<file path="src/rtl/tone_player.sv">
// Square-wave tone generator fed by the key decoder's note period.
// A release-hold window bridges the brief zero gaps in PS/2 break sequences.
//   state | meaning
//   IDLE  | silent, waiting for a valid period
//   PLAY  | toggling speaker at cur_period, input valid
//   HOLD  | input went invalid, still sounding until the hold window expires
module tone_player #(
    parameter int PERIOD_W    = 18,
    parameter int HOLD_CYCLES = 2500000,
    parameter int MIN_PERIOD  = 1000
) (
    input  logic                clk,
    input  logic                reset,
    input  logic [PERIOD_W-1:0] period_in,
    input  logic                enable,
    output logic                speaker,
    output logic                active,
    output logic [PERIOD_W-1:0] cur_period
);

    localparam int PH_W   = PERIOD_W - 1;
    localparam int HOLD_W = (HOLD_CYCLES > 1) ? $clog2(HOLD_CYCLES) : 1;
    localparam logic [HOLD_W-1:0]   HOLD_LAST = HOLD_W'(HOLD_CYCLES - 1);
    localparam logic [PERIOD_W-1:0] MIN_P     = PERIOD_W'(MIN_PERIOD);

    typedef enum logic [1:0] {
        IDLE = 2'd0,
        PLAY = 2'd1,
        HOLD = 2'd2
    } state_t;

    state_t              state, state_nx;
    logic [PH_W-1:0]     phase_cnt, phase_nx, half_m1;
    logic [HOLD_W-1:0]   hold_cnt, hold_nx;
    logic [PERIOD_W-1:0] period_nx;
    logic                speaker_nx;
    logic                valid, same, wrap;

    assign valid   = (period_in >= MIN_P);
    assign same    = (period_in == cur_period);
    // Half period drops the LSB, so an odd period plays one cycle short.
    assign half_m1 = cur_period[PERIOD_W-1:1] - PH_W'(1);
    assign wrap    = (phase_cnt == half_m1);

    always_ff @(posedge clk or posedge reset) begin
        if (reset) begin
            state      <= IDLE;
            speaker    <= 1'b0;
            active     <= 1'b0;
            cur_period <= '0;
            phase_cnt  <= '0;
            hold_cnt   <= '0;
        end else begin
            state      <= state_nx;
            speaker    <= speaker_nx;
            active     <= (state_nx != IDLE);
            cur_period <= period_nx;
            phase_cnt  <= phase_nx;
            hold_cnt   <= hold_nx;
        end
    end

    always_comb begin
        state_nx   = state;
        period_nx  = cur_period;
        hold_nx    = hold_cnt;
        phase_nx   = wrap ? '0 : phase_cnt + PH_W'(1);
        speaker_nx = wrap ? ~speaker : speaker;

        if (!enable) begin
            state_nx   = IDLE;
            period_nx  = '0;
            phase_nx   = '0;
            hold_nx    = '0;
            speaker_nx = 1'b0;
        end else begin
            case (state)
                IDLE: begin
                    period_nx  = '0;
                    phase_nx   = '0;
                    hold_nx    = '0;
                    speaker_nx = 1'b0;
                    if (valid) begin
                        state_nx  = PLAY;
                        period_nx = period_in;
                    end
                end
                PLAY: begin
                    if (valid && !same) begin
                        period_nx  = period_in;
                        phase_nx   = '0;
                        speaker_nx = 1'b0;
                    end else if (!valid) begin
                        state_nx = HOLD;
                        hold_nx  = '0;
                    end
                end
                HOLD: begin
                    // A valid sample outranks hold expiry on the same edge.
                    if (valid) begin
                        state_nx = PLAY;
                        hold_nx  = '0;
                        if (!same) begin
                            period_nx  = period_in;
                            phase_nx   = '0;
                            speaker_nx = 1'b0;
                        end
                    end else if (hold_cnt == HOLD_LAST) begin
                        state_nx   = IDLE;
                        period_nx  = '0;
                        phase_nx   = '0;
                        hold_nx    = '0;
                        speaker_nx = 1'b0;
                    end else begin
                        hold_nx = hold_cnt + HOLD_W'(1);
                    end
                end
                default: begin
                    state_nx   = IDLE;
                    period_nx  = '0;
                    phase_nx   = '0;
                    hold_nx    = '0;
                    speaker_nx = 1'b0;
                end
            endcase
        end
    end

endmodule

</file>
<file path="config.mk">
export PLATFORM = sky130hd
export DESIGN_NAME = tone_player
export DESIGN_NICKNAME = d
export VERILOG_FILES = /design/src/rtl/tone_player.sv
export SDC_FILE = /design/constraint.sdc
export NUM_CORES = 1
export LEC_CHECK = 0
export ABC_CLOCK_PERIOD_IN_PS = 5500
export CORE_UTILIZATION = 61
export CTS_CLUSTER_DIAMETER = 60
export DETAILED_ROUTE_END_ITERATION = 12
export MAX_ROUTING_LAYER = met4
export PLACE_DENSITY_LB_ADDON = 0.1
export SLEW_MARGIN = 10
export SYNTH_ARGS = -nofsm -noshare
export SYNTH_HDL_FRONTEND = slang
export SYNTH_SLANG_ARGS = --single-unit
export TNS_END_PERCENT = 100
</file>
<file path="constraint.sdc">
create_clock -name clk -period 5.5 [get_ports clk]
set_clock_uncertainty 0.1 [all_clocks]
set_input_delay 1.375 -clock clk [delete_from_list [all_inputs] [get_ports clk]]
set_output_delay 1.375 -clock clk [all_outputs]
set_load 0.05 [all_outputs]
</file>
==> flow_summary.yaml <==
timing:
  slew_headroom: 0.2594
  fin_crit_sh: 0.7056
  setup_slack_ns: 1.619
  fin_crit_ns: 3.881
  rsz0062_at_grt: "no"
  setup_viol_count_final: 0
  worst_pin_slew_ns: 1.106
  hold_violations: 0
  fin_setup_tns_ns: 0
  max_freq_mhz: 257.7
  drv_slew: 0
pwr:
  p_sw_uw: 292.2
  combPwrFrac: 0.169
  p_int_uw: 714.2
  p_leak_uw: 0.001664
  clock_power_share: 0.354
  power_density_nw_per_um2: 235.3
  ir_drop_mv: 0.1864
  p_sw_frac: 0.2904
  p_seq_frac: 0.477
routing:
  wl_per_cell_um: 16.47
  routed_wl_um: 8402
  vias_per_cell: 6.286
  detail_route.first_pass.iterations: 4
  drtIter0Drc: 216
  drc_errors: 0
  ant_nets: 0
  routed-via-count: 3206
cells_and_area:
  fin_nets: 461
  drive_gt1_frac: 0.06393
  fin_area_um2: 4277
  stdcell_count: 510
  syn2layout_area_growth_pct: 16.06
  final_cell_mix: "61 x dfrtp_1, 56 x nor2_1, 44 x xnor2_1, 40 x clkdlybuf4s50_1, 27 x xor2_1"
  antenna_cells: 0
  fillCellCount: 438
  layout_commonest_cell: "dfrtp_1"
grt:
  grt_overflow_total: 0
  antenna_found_initial: 0
  grt_start_max_net_pins: 62
  track_usage: 0.2992
  grt_pass1_wl_um: 14080
  grt_pass1_vias: 2937
floorplan:
  start_util: 0.6493
  core_area_um2: 5675
  dieHeight_um: 79.72
  fp.dieW_um: 79.72
  die_area_um2: 6355
  ios: 41
  rows: 27
worst_setup_path:
  crit_path_cell_trace: "clkdlybuf4s50_1 -> nor4_1 -> nand2_1 -> nor2_1 -> a41oi_1 -> nor3b_2 -> a22o_1"
  critPathTopFamily: "simple AND/OR/NAND/NOR gates"
  path_buf_inv: 1
  path_class: "in -> reg"
  end_kind: "flop"
  crit_fanout: 18
  arrival_ns: 4.05
  cp.required_ns: 5.67
  slowest_stage: "nor3b_2"
  startpoint_type: "input port"
  slowest_delay_ns: 0.95
synthesis:
  ys_ff_latch: 61
  syn_avg_cell_area_um2: 9.235
  syn_nets: 427
  synth_area_um2: 3685
  synth_adder_area_share: 0.02377
  synthFlopType: "dfrtp_1"
  yosys_warnings: 0
  async_flop_share: 1.000
  synthMuxAreaShare: 0.002716
  synth-compound-area-share: 0.1267
  ys_seq_area_frac: 0.4143
  synth_area_leaders: "dfrtp_1 41%, xnor2_1 10%, xor2_1 6.4%"
  synthCells: 399
  synth_top_family_by_area: "simple AND/OR/NAND/NOR gates"
  synth_top_cell_by_area: "dfrtp_1"
  synth_edf_count: 0
  yosys.area_share.simple: 0.2207
  synthXorXnorAreaFrac: 0.1688
  synth_top_area_share: 0.4143
  ys_types: 49
clocking:
  cts_tree: "built"
  cts_buffer_depth: 2
  numClockSinks: 61
  insertion_delay_ns: 0.34
  cts_buffers: 9
  cts_hold_buf: 0
  clk_pin_slew_worst_paths_ns: 0.06
  cts.repair.resized: 0
  h-tree-depth: 3
  cts_setup_buffers: 0
  root_buffer: "clkbuf_8"
placed_design:
  place.gp.congestion: 0.8856
  numPlacedInstances: 494
  portBuffers: 40
  preCtsSetupSlack_ns: 1.325
  dp_hpwl_um: 5954
  place_area_um2: 4100
run:
  drv_cap: 0
status:
  status: "completed"
hold_path:
  hp-class: "reg -> reg"
-- cells by family (layout without fill, tap and decap cells) --
family / after synthesis / after routing
simple gates: 162 / 162
compound gates: 62 / 62
fa+ha+maj: 7 / 7
xor+xnor: 71 / 71
flops: 61 / 61
mux: 1 / 1
buf+inv: 35 / 74
-- power by group through the flow --
stage	Combinational [uW]	Clock [uW]	Sequential, uW
after floorplan	93.5	0	505
after global placement	166	0	487
after detailed placement	169	0	487
after CTS	170	363	479
after global routing	184	383	481
final	170	356	480
-- worst reg2reg max path: stages, from the launching register on --
cell and delay, ns:
dfrtp_1 0.49, inv_1 0.10, ha_1 0.29, or4b_2 0.67
o41ai_1 0.36, nand4_1 0.16, a2111oi_2 0.44, or2_1 0.55
nor2_1 0.12
-- synth_stat cells, drive strengths merged, types with 5 or more instances --
master and number:
dfrtp 61, nor2 56, xnor2 44, xor2 27, nand2 22, a22o 18
nand4 17, clkbuf 16, inv 15, nand3 13, o21ai 12, nor3 11
nor4 11, and3 9, or3 8, ha 7, a31oi 5
-- per-layer routing --
layer / vias up / wire length [um] / GRT usage / part of all wire
li1: 1481 / - / - / -
met1: 1580 / 3811 / 0.4085 / 0.45
met2: 130 / 3787 / 0.4308 / 0.45
met3: 15 / 631 / 0.05371 / 0.075
met4: 0 / 172 / 0.1418 / 0.020
met5: - / 0 / - / 0
-- flip-flops by register name, indices dropped and copies added, names as in the netlist --
| name | count |
|---|---|
| cur_period | 18 |
| speaker | 1 |
| state | 2 |
| phase_cnt | 17 |
| active | 1 |
| hold_cnt | 22 |
-- final cells by class --
class / count / area, um^2 / area share
Clock inverter: 5 / 25.02 / 0.005851
Sequential cell: 61 / 1526 / 0.3569
Multi-Input combinational cell: 303 / 2004 / 0.4687
Tap cell: 72 / 90.09 / 0.02106
Inverter: 15 / 56.30 / 0.01317
Clock buffer: 11 / 151.4 / 0.03540
Timing Repair Buffer: 43 / 422.9 / 0.09889
-- final timing paths --
kind	to	start	cells after the start	slack, ns
worst max-delay path	cur_period[11]	period_in[15]	7	1.62
worst min-delay path	phase_cnt[0]	phase_cnt[0]	1	0.44
worst max register to register	phase_cnt[5]	cur_period[1]	8	2.08
worst min register to register	phase_cnt[0]	phase_cnt[0]	1	0.44
max in group asynchronous	cur_period[2]	reset	3	3.32
min in group asynchronous	hold_cnt[9]	reset	3	1.47
-- stage by stage --
step | hold slack (ns) | total power, uW | util
after detailed placement | 0.4317 | 656.4 | 0.7224
final | 0.4410 | 1006 | 0.7535
after CTS | 0.4404 | 1012 | 0.7535
after global placement | 0.4097 | 652.4 | 0.7224
after floorplan | 0.3832 | 599.0 | -
after global routing | 0.4720 | 1048 | 0.7535
Power figures use the tool's default switching activity.
